[src/rtl/pic_bus_responder_if.sv]
// CPU-side bus of the 8259 responder: read/acknowledge strobes in, data byte and drive enable out.
interface pic_bus_responder_if;
  logic       rd;
  logic       CS;
  logic       A0;
  logic       inta;
  logic [7:0] d_out;
  logic       d_oe;

  modport master (output rd, CS, A0, inta, input d_out, d_oe);
  modport slave  (input rd, CS, A0, inta, output d_out, d_oe);
endinterface

[src/rtl/pic_bus_responder.sv]
// 8259 bus responder: status reads and INTA byte sequencing toward the CPU, single mode only.
// Optional macro POLL_CMD_EN adds the OCW3 poll read (extra input poll).
module pic_bus_responder #(
  parameter logic [7:0] CALL_OPCODE    = 8'hCD,
  parameter logic [2:0] SPURIOUS_LEVEL = 3'd7
) (
  input  logic                  clk,
  input  logic                  rst_n,
  pic_bus_responder_if.slave    bus,
  input  logic [7:0]            irr,
  input  logic [7:0]            isr,
  input  logic [7:0]            imr,
  input  logic                  ris,
  input  logic                  upm,
  input  logic                  adi,
  input  logic                  aeoi,
  input  logic [2:0]            icw1_hi,
  input  logic [7:0]            icw2,
`ifdef POLL_CMD_EN
  input  logic                  poll,
`endif
  input  logic                  int_valid,
  input  logic [2:0]            int_level,
  output logic                  freeze,
  output logic                  isr_set,
  output logic                  eoi_clr,
  output logic [2:0]            ack_level
);

  typedef enum logic [2:0] {
    S_IDLE, S_RD_ACT, S_ACK1, S_WAIT2, S_ACK2, S_WAIT3, S_ACK3
  } state_t;

  state_t     r_state, w_state_n;
  logic       r_rd_prev, r_inta_prev;
  logic [7:0] r_d_out, w_d_out_n;
  logic       r_d_oe, w_d_oe_n;
  logic       r_freeze, w_freeze_n;
  logic       r_isr_set, w_isr_set_n;
  logic       r_eoi_clr, w_eoi_clr_n;
  logic [2:0] r_ack_level, w_ack_level_n;
  logic       r_spurious, w_spurious_n;
  logic       r_poll_hold, w_poll_hold_n;

  logic w_rd_fall, w_rd_rise, w_inta_fall, w_inta_rise;

  assign w_rd_fall   =  r_rd_prev   & ~bus.rd;
  assign w_rd_rise   = ~r_rd_prev   &  bus.rd;
  assign w_inta_fall =  r_inta_prev & ~bus.inta;
  assign w_inta_rise = ~r_inta_prev &  bus.inta;

  function automatic logic [7:0] rd_byte(input logic a0, input logic sel_isr,
                                         input logic [7:0] v_irr, input logic [7:0] v_isr,
                                         input logic [7:0] v_imr);
    if (a0)           rd_byte = v_imr;
    else if (sel_isr) rd_byte = v_isr;
    else              rd_byte = v_irr;
  endfunction

  // Second INTA byte: 8086 vector, or the low call-address byte for 8080/85.
  function automatic logic [7:0] ack2_byte(input logic m86, input logic a4,
                                           input logic [2:0] hi, input logic [7:0] base,
                                           input logic [2:0] lvl);
    if (m86)     ack2_byte = {base[7:3], lvl};
    else if (a4) ack2_byte = {hi[2:0], lvl, 2'b00};
    else         ack2_byte = {hi[2:1], lvl, 3'b000};
  endfunction

  always_ff @(posedge clk or negedge rst_n) begin
    if (!rst_n) begin
      r_state     <= S_IDLE;
      r_rd_prev   <= 1'b1;
      r_inta_prev <= 1'b1;
      r_d_out     <= 8'h00;
      r_d_oe      <= 1'b0;
      r_freeze    <= 1'b0;
      r_isr_set   <= 1'b0;
      r_eoi_clr   <= 1'b0;
      r_ack_level <= 3'd0;
      r_spurious  <= 1'b0;
      r_poll_hold <= 1'b0;
    end else begin
      r_state     <= w_state_n;
      r_rd_prev   <= bus.rd;
      r_inta_prev <= bus.inta;
      r_d_out     <= w_d_out_n;
      r_d_oe      <= w_d_oe_n;
      r_freeze    <= w_freeze_n;
      r_isr_set   <= w_isr_set_n;
      r_eoi_clr   <= w_eoi_clr_n;
      r_ack_level <= w_ack_level_n;
      r_spurious  <= w_spurious_n;
      r_poll_hold <= w_poll_hold_n;
    end
  end

  always_comb begin
    w_state_n     = r_state;
    w_d_out_n     = r_d_out;
    w_d_oe_n      = r_d_oe;
    w_freeze_n    = 1'b0;
    w_isr_set_n   = 1'b0;
    w_eoi_clr_n   = 1'b0;
    w_ack_level_n = r_ack_level;
    w_spurious_n  = r_spurious;
    w_poll_hold_n = r_poll_hold;
    case (r_state)
      S_IDLE: begin
        w_d_oe_n = 1'b0;
        if (w_inta_fall) begin
          w_ack_level_n = int_valid ? int_level : SPURIOUS_LEVEL;
          w_freeze_n    = 1'b1;
          w_isr_set_n   = int_valid;
          w_spurious_n  = ~int_valid;
          w_state_n     = S_ACK1;
          if (!upm) begin
            w_d_out_n = CALL_OPCODE;
            w_d_oe_n  = 1'b1;
          end
        end else if (w_rd_fall && !bus.CS) begin
          w_state_n     = S_RD_ACT;
          w_d_oe_n      = 1'b1;
          w_d_out_n     = rd_byte(bus.A0, ris, irr, isr, imr);
          w_poll_hold_n = 1'b0;
`ifdef POLL_CMD_EN
          // A poll read freezes its byte for the whole read cycle.
          if (!bus.A0 && poll) begin
            w_d_out_n     = {int_valid, 4'b0000, int_level};
            w_poll_hold_n = 1'b1;
            if (int_valid) begin
              w_freeze_n    = 1'b1;
              w_isr_set_n   = 1'b1;
              w_ack_level_n = int_level;
            end
          end
`endif
        end
      end
      S_RD_ACT: begin
        if (w_rd_rise || bus.CS) begin
          w_d_oe_n  = 1'b0;
          w_state_n = S_IDLE;
        end else if (!r_poll_hold) begin
          w_d_out_n = rd_byte(bus.A0, ris, irr, isr, imr);
        end
      end
      S_ACK1: begin
        if (w_inta_rise) begin
          w_d_oe_n  = 1'b0;
          w_state_n = S_WAIT2;
        end else if (upm) begin
          w_d_oe_n  = 1'b0;
        end else begin
          w_d_out_n = CALL_OPCODE;
          w_d_oe_n  = 1'b1;
        end
      end
      S_WAIT2: begin
        w_d_oe_n = 1'b0;
        if (w_inta_fall) begin
          w_state_n = S_ACK2;
          w_d_oe_n  = 1'b1;
          w_d_out_n = ack2_byte(upm, adi, icw1_hi, icw2, r_ack_level);
        end
      end
      S_ACK2: begin
        if (w_inta_rise) begin
          w_d_oe_n = 1'b0;
          if (upm) begin
            w_eoi_clr_n = aeoi & ~r_spurious;
            w_state_n   = S_IDLE;
          end else begin
            w_state_n   = S_WAIT3;
          end
        end else begin
          w_d_out_n = ack2_byte(upm, adi, icw1_hi, icw2, r_ack_level);
        end
      end
      S_WAIT3: begin
        w_d_oe_n = 1'b0;
        if (w_inta_fall) begin
          w_state_n = S_ACK3;
          w_d_oe_n  = 1'b1;
          w_d_out_n = icw2;
        end
      end
      S_ACK3: begin
        if (w_inta_rise) begin
          w_d_oe_n    = 1'b0;
          w_eoi_clr_n = aeoi & ~r_spurious;
          w_state_n   = S_IDLE;
        end else begin
          w_d_out_n = icw2;
        end
      end
      default: begin
        w_state_n = S_IDLE;
        w_d_oe_n  = 1'b0;
      end
    endcase
  end

  assign bus.d_out = r_d_out;
  assign bus.d_oe  = r_d_oe;
  assign freeze    = r_freeze;
  assign isr_set   = r_isr_set;
  assign eoi_clr   = r_eoi_clr;
  assign ack_level = r_ack_level;

endmodule

[src/flat_wrapper.sv]
// flat-port wrapper written by rule: the top's interface ports become plain ports
module pic_bus_responder_flat 
#(
  parameter logic [7:0] CALL_OPCODE    = 8'hCD,
  parameter logic [2:0] SPURIOUS_LEVEL = 3'd7
)
  (clk, rst_n, irr, isr, imr, ris, upm, adi, aeoi, icw1_hi, icw2, int_valid, int_level, freeze, isr_set, eoi_clr, ack_level, bus_rd, bus_CS, bus_A0, bus_inta, bus_d_out, bus_d_oe);
  pic_bus_responder_if bus_i ();
  input  logic clk;
  input  logic rst_n;
  input  logic [7:0] irr;
  input  logic [7:0] isr;
  input  logic [7:0] imr;
  input  logic ris;
  input  logic upm;
  input  logic adi;
  input  logic aeoi;
  input  logic [2:0] icw1_hi;
  input  logic [7:0] icw2;
  input  logic int_valid;
  input  logic [2:0] int_level;
  output logic freeze;
  output logic isr_set;
  output logic eoi_clr;
  output logic [2:0] ack_level;
  input wire logic [$bits(bus_i.rd)-1:0] bus_rd;
  input wire logic [$bits(bus_i.CS)-1:0] bus_CS;
  input wire logic [$bits(bus_i.A0)-1:0] bus_A0;
  input wire logic [$bits(bus_i.inta)-1:0] bus_inta;
  output wire logic [$bits(bus_i.d_out)-1:0] bus_d_out;
  output wire logic [$bits(bus_i.d_oe)-1:0] bus_d_oe;
  assign bus_i.rd = bus_rd;
  assign bus_i.CS = bus_CS;
  assign bus_i.A0 = bus_A0;
  assign bus_i.inta = bus_inta;
  assign bus_d_out = bus_i.d_out;
  assign bus_d_oe = bus_i.d_oe;
  pic_bus_responder #(.CALL_OPCODE(CALL_OPCODE), .SPURIOUS_LEVEL(SPURIOUS_LEVEL)) u_core (.clk(clk), .rst_n(rst_n), .bus(bus_i), .irr(irr), .isr(isr), .imr(imr), .ris(ris), .upm(upm), .adi(adi), .aeoi(aeoi), .icw1_hi(icw1_hi), .icw2(icw2), .int_valid(int_valid), .int_level(int_level), .freeze(freeze), .isr_set(isr_set), .eoi_clr(eoi_clr), .ack_level(ack_level));
endmodule
[config.mk]
export PLATFORM = sky130hd
export DESIGN_NAME = pic_bus_responder_flat
export DESIGN_NICKNAME = d
export VERILOG_FILES = /design/src/rtl/pic_bus_responder_if.sv /design/src/rtl/pic_bus_responder.sv /design/src/flat_wrapper.sv
export SDC_FILE = /design/constraint.sdc
export NUM_CORES = 1
export LEC_CHECK = 0
export ABC_AREA = 1
export BUFFER_PORTS_ARGS = -buffer_cell sky130_fd_sc_hd__buf_4
export CAP_MARGIN = 20
export CORE_UTILIZATION = 30
export DETAILED_ROUTE_END_ITERATION = 12
export PLACE_DENSITY = 0.61
export SETUP_SLACK_MARGIN = 0.2
export SYNTH_ARGS = -nofsm -noshare
export SYNTH_HDL_FRONTEND = slang
export SYNTH_SLANG_ARGS = --single-unit
[constraint.sdc]
create_clock -name clk -period 2.42 [get_ports clk]
set_clock_uncertainty 0.05 [all_clocks]
set_input_delay 0.121 -clock clk [delete_from_list [all_inputs] [get_ports clk]]
set_output_delay 0.121 -clock clk [all_outputs]
set_load 0.03 [all_outputs]
## Word level (Yosys, flattened, before mapping)

Cells that the tools add are included.
Widths: inputs -> output; s select.

| word-level totals | value |
|---|---|
| word-level logic and storage cells | 90 |
| bits in registers | 21 |

| cells by class | value |
|---|---|
| equality and inequality tests | 18 |
| bitwise gates (word level) | 11 |
| multiplexer cells | 40 |
| reduce and logical (&&, ||, !) cells | 11 |

Operators by type and width:

| kind | number |
|---|---|
| $mux 8 | 12 |
| $pmux 8 s7 | 1 |
| $mux 3 | 10 |
| $pmux 3 s7 | 1 |
| $ne 2x1->1 const B | 7 |
| $mux 1 | 13 |
| $eq 3x3->1 const B | 3 |
| $ne 2x2->1 const B | 4 |
| $reduce_and 8->1 | 1 |
| $reduce_and 7->1 | 1 |
| $reduce_bool 7->1 | 1 |
| $eq 3x2->1 const B | 2 |
| $mux 6 | 1 |
| $not 1->1 | 6 |
| $and 1x1->1 | 5 |
| $pmux 1 s5 | 1 |
| $reduce_and 2->1 | 2 |
| $reduce_or 2->1 | 2 |
| $eq 3x1->1 const B | 1 |
| $logic_not 3->1 | 1 |
| $ne 3x1->1 const B | 1 |
| $pmux 1 s2 | 1 |
| $logic_and 1x1->1 | 1 |
| $logic_not 1->1 | 1 |
| $logic_or 1x1->1 | 1 |

## Depth between registers and ports, before layout

Gate-level depths: netlist of the first run.

| depth | value |
|---|---|
| depth in word-level cells | 6 |
| gate-level depth with buffers | 11 |
| depth with buffers taken out | 9 |

## Worst setup path before layout of the first run

Ideal clock, no wire load.

| timing path | value |
|---|---|
| path type | reg-to-reg |
| from | register u_core.r_inta_prev |
| to | register u_core.r_d_out[2], in the netlist u_core.bus.d_out[2] |
| setup time | 0.117 ns |
| stages on the path, launching flop included | 11 |
| period minus slack after synthesis | 1.493 ns |
| arrival time | 1.326 ns |
| slack | 0.927 ns |
| required time | 2.253 ns |
| buffers on the path | 1 |
| cells stage by stage | dfstp_2 -> inv_1 -> nor2_4 -> inv_1 -> buf_2 -> nor2_1 -> nor2_1 -> nand2_1 -> nand2_1 -> nand2_1 -> nand2_1 |

| on the way | value |
|---|---|
| word-level cells in the longest chain between the ends | 4 |
| elaborated cells on any way between the ends | 12 |
| classes of those cells | eq/ne (6); mux (2); bitwise (3); reduce/logical (1) |

RTL lines:

| item | line | source |
|---|---|---|
| from (decl) | pic_bus_responder.sv:35 | `logic r_rd_prev, r_inta_prev;` |
| from (signal assigned) | pic_bus_responder.sv:85 | `r_inta_prev <= bus.inta;` |
| $not 1->1 | pic_bus_responder.sv:50 | `assign w_inta_rise = ~r_inta_prev & bus.inta;` |
| $and 1x1->1 | pic_bus_responder.sv:50 |  |
| $ne 2x2->1 (no line) | -- |  |
| $reduce_and 8->1 (no line) | -- |  |
| to (signal assigned) | pic_bus_responder.sv:86 | `r_d_out <= w_d_out_n;` |
| to (decl) | pic_bus_responder.sv:36 | `logic [7:0] r_d_out, w_d_out_n;` |

Several ways; a longest one is shown, not always the timed one.
A chain may end at the register's enable or synchronous reset.

## Worst setup path in the final report of the first run

| timing path | value |
|---|---|
| from | register u_core.r_inta_prev |
| to | register u_core.r_d_out[5], in the netlist u_core.bus.d_out[5] |

Same word-level chain as after synthesis.

==> flow_summary.toml, run 1 <==
[drt]
firstDrtPassIters = 4
wl_per_cell_um = 12.26
drt_iter0_drc = 152
num_vias = 2053
routed_via_density = 4.698
drc = 0
ant_nets = 0
routed_wl_um = 5358

[critical_path]
criticalPathCategory = "flip-flop to flip-flop"
critPathMaxStageDelay_ns = 0.52
path_cells = "inv_1, nor2_4, inv_1, nand2_1, nand2_2, nor2_4, nand2_1, nand2_1"
cp_slowest_cell = "dfstp_2"
r2r_slack_ns = 0.61
critPathCaptureType = "flip-flop"
cp.required_ns = 2.57
r2r_cells = 8
crit_buf_inv = 2
critPathLaunchType = "flip-flop"
cp_top_family = "simple AND/OR/NAND/NOR gates"
reg2reg_from = "u_core.r_inta_prev$_DFF_PN1_"
critPathLaunch = "u_core.r_inta_prev$_DFF_PN1_"
cp_max_fo = 15
rr_endpoint = "u_core.bus.d_out[5]$_DFFE_PN0P_"
crit_top_cell = "nand2_1"
worst_ep_arrival_time_ns = 1.97

[floorplan]
rows = 27
die_w_um = 79.31
ios = 64
die_area_mm2 = 0.006290
core_mm2 = 0.005642
die_h_um = 79.31
initial_utilization = 0.3178

[cts]
hold_buffers = 3
cts_resized = 0
insertion_delay_ns = 0.26
cts_tree = "yes"
cts.sinks = 21
cts_buffers = 3
clk_pin_slew_ns = 0.07
cts_buffer_depth = 2
root_buffer = "clkbuf_8"
post-cts-setup-buffer-count = 0
htreeDepth = 1

[synth]
syn_inst = 302
ys_ff_latch = 21
ys_seq_area_frac = 0.2945
synth_nets = 351
yosys_warnings = 0
netlist_area_mm2 = 0.001793
synth_cell_types = 26
synth_area_per_cell_um2 = 5.937

[hold_path]
min_path_cells = 2
hold_path_class = "primary input to flip-flop"
whs_endpoint = "u_core.ack_level[1]$_DFFE_PN0P_"
min_from = "int_level[1]"

[pwr]
power.density_mw_per_mm2 = 986.7
leakage_nw = 1.344
clkPwrFrac = 0.098
p_sw_mw = 1.211
power.internal_mw = 1.142
comb_power_share = 0.629
pwr-share-seq = 0.274
vdd_ir_drop_max_uv = 451.1
p_sw_frac = 0.5146
finalPower_mw = 2.353

[final_layout]
mostFrequentLayoutCells = "144 x nand2_1, 63 x buf_4, 28 x nand3_1, 26 x nor2_1"
final_common_cell = "nand2_1"
fin_nets = 415
diodes = 0
drive_gt1_frac = 0.2740
multi_input_area_mm2 = 0.001136
syn2layout_area_growth_pct = 33.01
fillCellCount = 632
regArea_um2 = 528.0

[timing]
relSlewSlack = 0.6847
setup_viol = 0
worst_slew_pin_slew_ns = 0.4729
slew_violations = 0
fin_crit_sh = 0.7499
tns_ns = 0
period_needed_ns = 1.815
fmax_mhz = 551.1
finalHoldViolations = 0
rsz0062_at_grt = "no"

[global_route]
antenna_found_initial = 0
grt-ovfl-total = 0
grt_pass1_vias = 1843
grt_pass1_wl_um = 8590
grtUsageTotal = 0.1738
grt_max_degree = 22

[placement]
dp_hpwl_um = 4267
portBuffers = 63
place_congestion = 0.9210

[job]
max_cap_viol_count = 0

[run_status]
outcome = "finished clean"
## power by group through the flow
stage,sequential [mW],combinational (mW),clock [mW]
after CTS,0.643,1.49,0.237
after floorplan,0.799,0.875,0
after detailed placement,0.648,1.49,0
final,0.644,1.48,0.229
after global routing,0.662,1.67,0.255
after global placement,0.647,1.46,0
## registers in the layout, indices dropped and copies added, names as in the netlist
name                count
u_core.r_spurious       1
u_core.r_inta_prev      1
u_core.bus.d_out        8
u_core.r_state          3
u_core.isr_set          1
u_core.bus.d_oe         1
u_core.r_rd_prev        1
u_core.freeze           1
u_core.ack_level        3
u_core.eoi_clr          1
## logic make-up after synthesis
group	share of synthesized area
and+or+nand+nor	0.5638
buffers and inverters	0.07188
DFF	0.2945
AOI/OAI and AO/OA	0.06978
## metrics by stage
stage | hold slack (ns) | cells | instance area, um^2 | util | setup WS, ns
final | 0.05832 | 437 | 2385 | 0.4227 | 0.6053
after global routing | 0.04738 | 437 | 2385 | 0.4227 | 0.4319
after CTS | 0.05139 | 437 | 2385 | 0.4227 | 0.5714
after detailed placement | -0.02739 | 430 | 2310 | 0.4094 | 0.5890
after global placement | -0.03145 | 430 | 2310 | 0.4094 | 0.6337
after floorplan | -0.2246 | 302 | 1793 | - | 0.9270
## worst max-delay path by stage
stage                                           end  slack (ns)  cells past startpoint
floorplan           u_core.bus.d_out[2]$_DFFE_PN0P_        0.93                     10
global placement    u_core.bus.d_out[7]$_DFFE_PN0P_        0.63                      8
detailed placement    u_core.r_state[1]$_DFFE_PN0P_        0.59                      8
CTS                 u_core.bus.d_out[6]$_DFFE_PN0P_        0.57                      8
global route          u_core.r_state[1]$_DFFE_PN0P_        0.43                      8
finish              u_core.bus.d_out[5]$_DFFE_PN0P_        0.61                      8
## cell type report
type / count / area share
sequential: 21 / 0.2214
multi-input combinational: 252 / 0.4764
clock buffer: 4 / 0.01889
timing repair buffer: 66 / 0.2109
inverter: 22 / 0.03463
tap: 72 / 0.03778
## Yosys cell counts
cell type  instances  area share
nand2_1          144        0.30
nand3_1           28       0.078
nor2_1            26       0.054
dfrtp_1           19        0.27
inv_1             19       0.040
or2_2             15       0.052
o21ai_0            8       0.022
a21oi_1            5       0.014
nor2_2             5       0.017
buf_2              4       0.011
inv_2              3      0.0063
nand2_2            3       0.010
nor2_4             3       0.019
nor3_1             3      0.0084
buf_4              2      0.0084
dfstp_2            2       0.029
nand4_1            2      0.0070
o31ai_1            2      0.0084
o32a_1             2       0.011
a2111oi_0          1      0.0049
buf_6              1      0.0063
nand2_4            1      0.0063
nand3_2            1      0.0056
o21ai_2            1      0.0049
o21bai_1           1      0.0042
or2_0              1      0.0035
## per-layer routing
layer	vias up	routed length [um]	GRT usage
met2	67	2418	0.2733
li1	1073	-	-
met3	5	363	0.02989
met4	0	38	0.03273
met5	-	0	0
met1	908	2537	0.2483
Note: power is estimated with default switching activity, not from simulation.
==> run 2: changes to the inputs <==
--- a/config.mk
+++ b/config.mk
@@ -5,7 +5,7 @@
 export SDC_FILE = /design/constraint.sdc
 export NUM_CORES = 1
 export LEC_CHECK = 0
-export ABC_AREA = 1
+export ABC_AREA = 0
 export BUFFER_PORTS_ARGS = -buffer_cell sky130_fd_sc_hd__buf_4
 export CAP_MARGIN = 20
 export CORE_UTILIZATION = 30
==> constraint.sdc (replaced) <==
create_clock -name clk -period 1.9 [get_ports clk]
set_clock_uncertainty 0.05 [all_clocks]
set_input_delay 0.095 -clock clk [delete_from_list [all_inputs] [get_ports clk]]
set_output_delay 0.095 -clock clk [all_outputs]
set_load 0.03 [all_outputs]
==> run 2 against run 1 <==
Effect of this change:
- the flow now finishes with violations (negative setup slack)
- critical path type unchanged
- area after synthesis decreased by 0.14%
- non-clock buffer count increased by 37
- hold slack got worse by 0.050 ns
- first-iteration DRC count increased by 47%
- sequential power increased by 22%
- core utilization increased by 6.9 points
- largest power group unchanged
- count of clock-buffer cells in the layout decreased by 1
- critical path depth decreased by 3
- global-route usage increased by 1.8 points
- register-to-register slack got worse by 0.61 ns
==> flow_summary.toml, run 2 <==
[run_status]
outcome = "finished, violations left"
violations = "negative setup slack"

[final_layout]
final_common_cell = "buf_4"
design_area_mm2 = 0.002774
final_cells = 387
diodes = 0
fin_nets = 365
largest_reg_flops = 8
syn2layout_area_growth_pct = 54.93
mostFrequentLayoutCells = "95 x buf_4, 18 x nand2_1, 16 x dfrtp_1, 14 x a21oi_1, 14 x o21ai_0"
fillCellCount = 550
drive_gt1_frac = 0.4222

[synth]
yosysTopAreaCell = "dfrtp_1"
ys_ff_latch = 21
synth_cell_types = 55
synth_nets = 272
synthFlopType = "dfrtp_1"
ys_top_cells_by_area = "dfrtp_1 27%, mux2i_1 6.7%, a21oi_1 4.5%, o21ai_0 4.5%, nand2b_1 4.2%"
synth_edf_count = 0
synthArstFlopShare = 1.000
synth_top_area_frac = 0.2655
netlist_area_mm2 = 0.001790
syn_inst = 223
synth_area_per_cell_um2 = 8.029
synth_top_cells_by_count = "19 x dfrtp_1, 19 x nand2_1, 16 x a21oi_1, 16 x o21ai_0, 14 x nor2_1"
yosys_warnings = 0
ys_seq_area_frac = 0.2949

[critical_path]
cp_slowest_cell = "dfrtp_2"
path_cells = "or3b_4, or3_4, a21bo_4, nor2_2, a221o_1"
critPathCaptureType = "flip-flop"
r2r_slack_ns = -0.005
crit_buf_inv = 0
worst_ep_arrival_time_ns = 2.02
criticalPathCategory = "flip-flop to flip-flop"
path_depth = 5
cp_top_family = "simple AND/OR/NAND/NOR gates"
critPathMaxStageDelay_ns = 0.46
critPathLaunchType = "flip-flop"
critPathLaunch = "u_core.r_state[2]$_DFFE_PN0P_"
cp_max_fo = 6
reg2reg_from = "u_core.r_state[2]$_DFFE_PN0P_"
crit_end = "u_core.r_state[2]$_DFFE_PN0P_"
rr_endpoint = "u_core.r_state[2]$_DFFE_PN0P_"
cp.required_ns = 2.02
r2r_cells = 5

[global_route]
grt_pass1_vias = 2010
grt_max_degree = 27
antenna_found_initial = 0
grtUsageTotal = 0.1922
grt_pass1_wl_um = 9439
grt-ovfl-total = 0

[timing]
slew_violations = 0
tns_ns = -0.004567
worst_slew_pin_slew_ns = 0.4584
whs_ns = 0.008516
fin_crit_sh = 1.002
timing.final.ws_setup_ns = -0.004567
fmax_mhz = 525.1
rsz0062_at_grt = "yes"
setup_viol = 1
period_needed_ns = 1.905
finalHoldViolations = 0
relSlewSlack = 0.6918

[pwr]
vdd_ir_drop_max_uv = 1022
power.density_mw_per_mm2 = 1336
leakage_nw = 1.249

[drt]
routed_via_density = 5.349
drt_iter0_drc = 224
wl_met3_um = 368
firstDrtPassIters = 4
wl_met2_um = 2867
wl_per_cell_um = 15.61
num_vias = 2070
top_layer_used = "met4"
ant_nets = 0
drc = 0
wl_met1_um = 2675
routed_wl_um = 6043

[placement]
detailed_place.area_mm2 = 0.002506
dp.cells = 370
dp_hpwl_um = 4327
dp_slack_ns = -0.05161
portBuffers = 63
place_congestion = 0.8707

[cts]
root_buffer = "clkbuf_8"
cts_buffers = 3
cts_tree = "yes"
htreeDepth = 1
insertion_delay_ns = 0.27
cts_buffer_depth = 2
clk_pin_slew_ns = 0.09
cts.sinks = 21

[floorplan]
ios = 64
die_w_um = 79.26
die_h_um = 79.26
die_area_mm2 = 0.006281
core_mm2 = 0.005642
initial_utilization = 0.3174
rows = 27

[hold_path]
hold_path_class = "primary input to flip-flop"

[job]
max_cap_viol_count = 0
## run 2: area by class of cell
class	instances	area, um^2	share of cell area
sequential	21	531.8	0.1917
inverter	9	37.54	0.01353
multi-input combinational	178	1267	0.4569
clock buffer	3	41.29	0.01488
tap	72	90.09	0.03248
timing repair buffer	103	798.3	0.2878
clock inverter	1	7.507	0.002706
## run 2: logic make-up after synthesis
kind of cell	Yosys count	share of synthesized area
and+or+nand+nor	85	0.2586
AOI/OAI and AO/OA	80	0.3173
buffers and inverters	24	0.05590
DFF	21	0.2949
muxes	13	0.07338
## run 2: routing by layer
| layer | GRT usage | up-vias |
|---|---|---|
| li1 | - | 1024 |
| met1 | 0.2560 | 962 |
| met2 | 0.3034 | 70 |
| met3 | 0.04483 | 14 |
| met4 | 0.06364 | 0 |
| met5 | 0 | - |
## run 2: worst min path at each step
stage | startpoint | endpoint | slack [ns] | cells past startpoint
floorplan | rst_n | u_core.ack_level[0]$_DFFE_PN0P_ | -0.25 | 0
global route | int_level[1] | u_core.ack_level[1]$_DFFE_PN0P_ | 0.02 | 3
detailed placement | rst_n | u_core.r_state[2]$_DFFE_PN0P_ | -0.04 | 1
finish | int_level[1] | u_core.ack_level[1]$_DFFE_PN0P_ | 0.009 | 3
CTS | int_level[1] | u_core.ack_level[1]$_DFFE_PN0P_ | 0.002 | 3
global placement | rst_n | u_core.bus.d_out[7]$_DFFE_PN0P_ | -0.04 | 1
## run 2: per-stage QoR
stage | utilization | power [mW]
floorplan | - | 2.186
global placement | 0.4442 | 3.019
global route | 0.4917 | 3.982
CTS | 0.4724 | 3.490
finish | 0.4917 | 3.707
detailed placement | 0.4442 | 3.024
## run 2: what timing repair did
action / 4_1_cts / 5_1_grt
pin swaps: 3 / 5
hold buffers: 4 / 0
setup endpoints to repair: 12 / 12
hold endpoints to repair: 27 / 0
buffers inserted: 5 / 4
resized for setup: 14 / 18
## run 2: tightest hold or removal path, stage by stage
cell and delay, ns:
buf_4 0.11, inv_1 0.04, a31oi_1 0.06
## run 2: report_power, final
part,leakage (nW),total [mW],internal (mW),switching [mW]
Combinational,0.982,2.59,1.23,1.35
Clock,0.0217,0.334,0.149,0.185
Sequential,0.245,0.787,0.616,0.171
Total,1.25,3.71,2.00,1.71
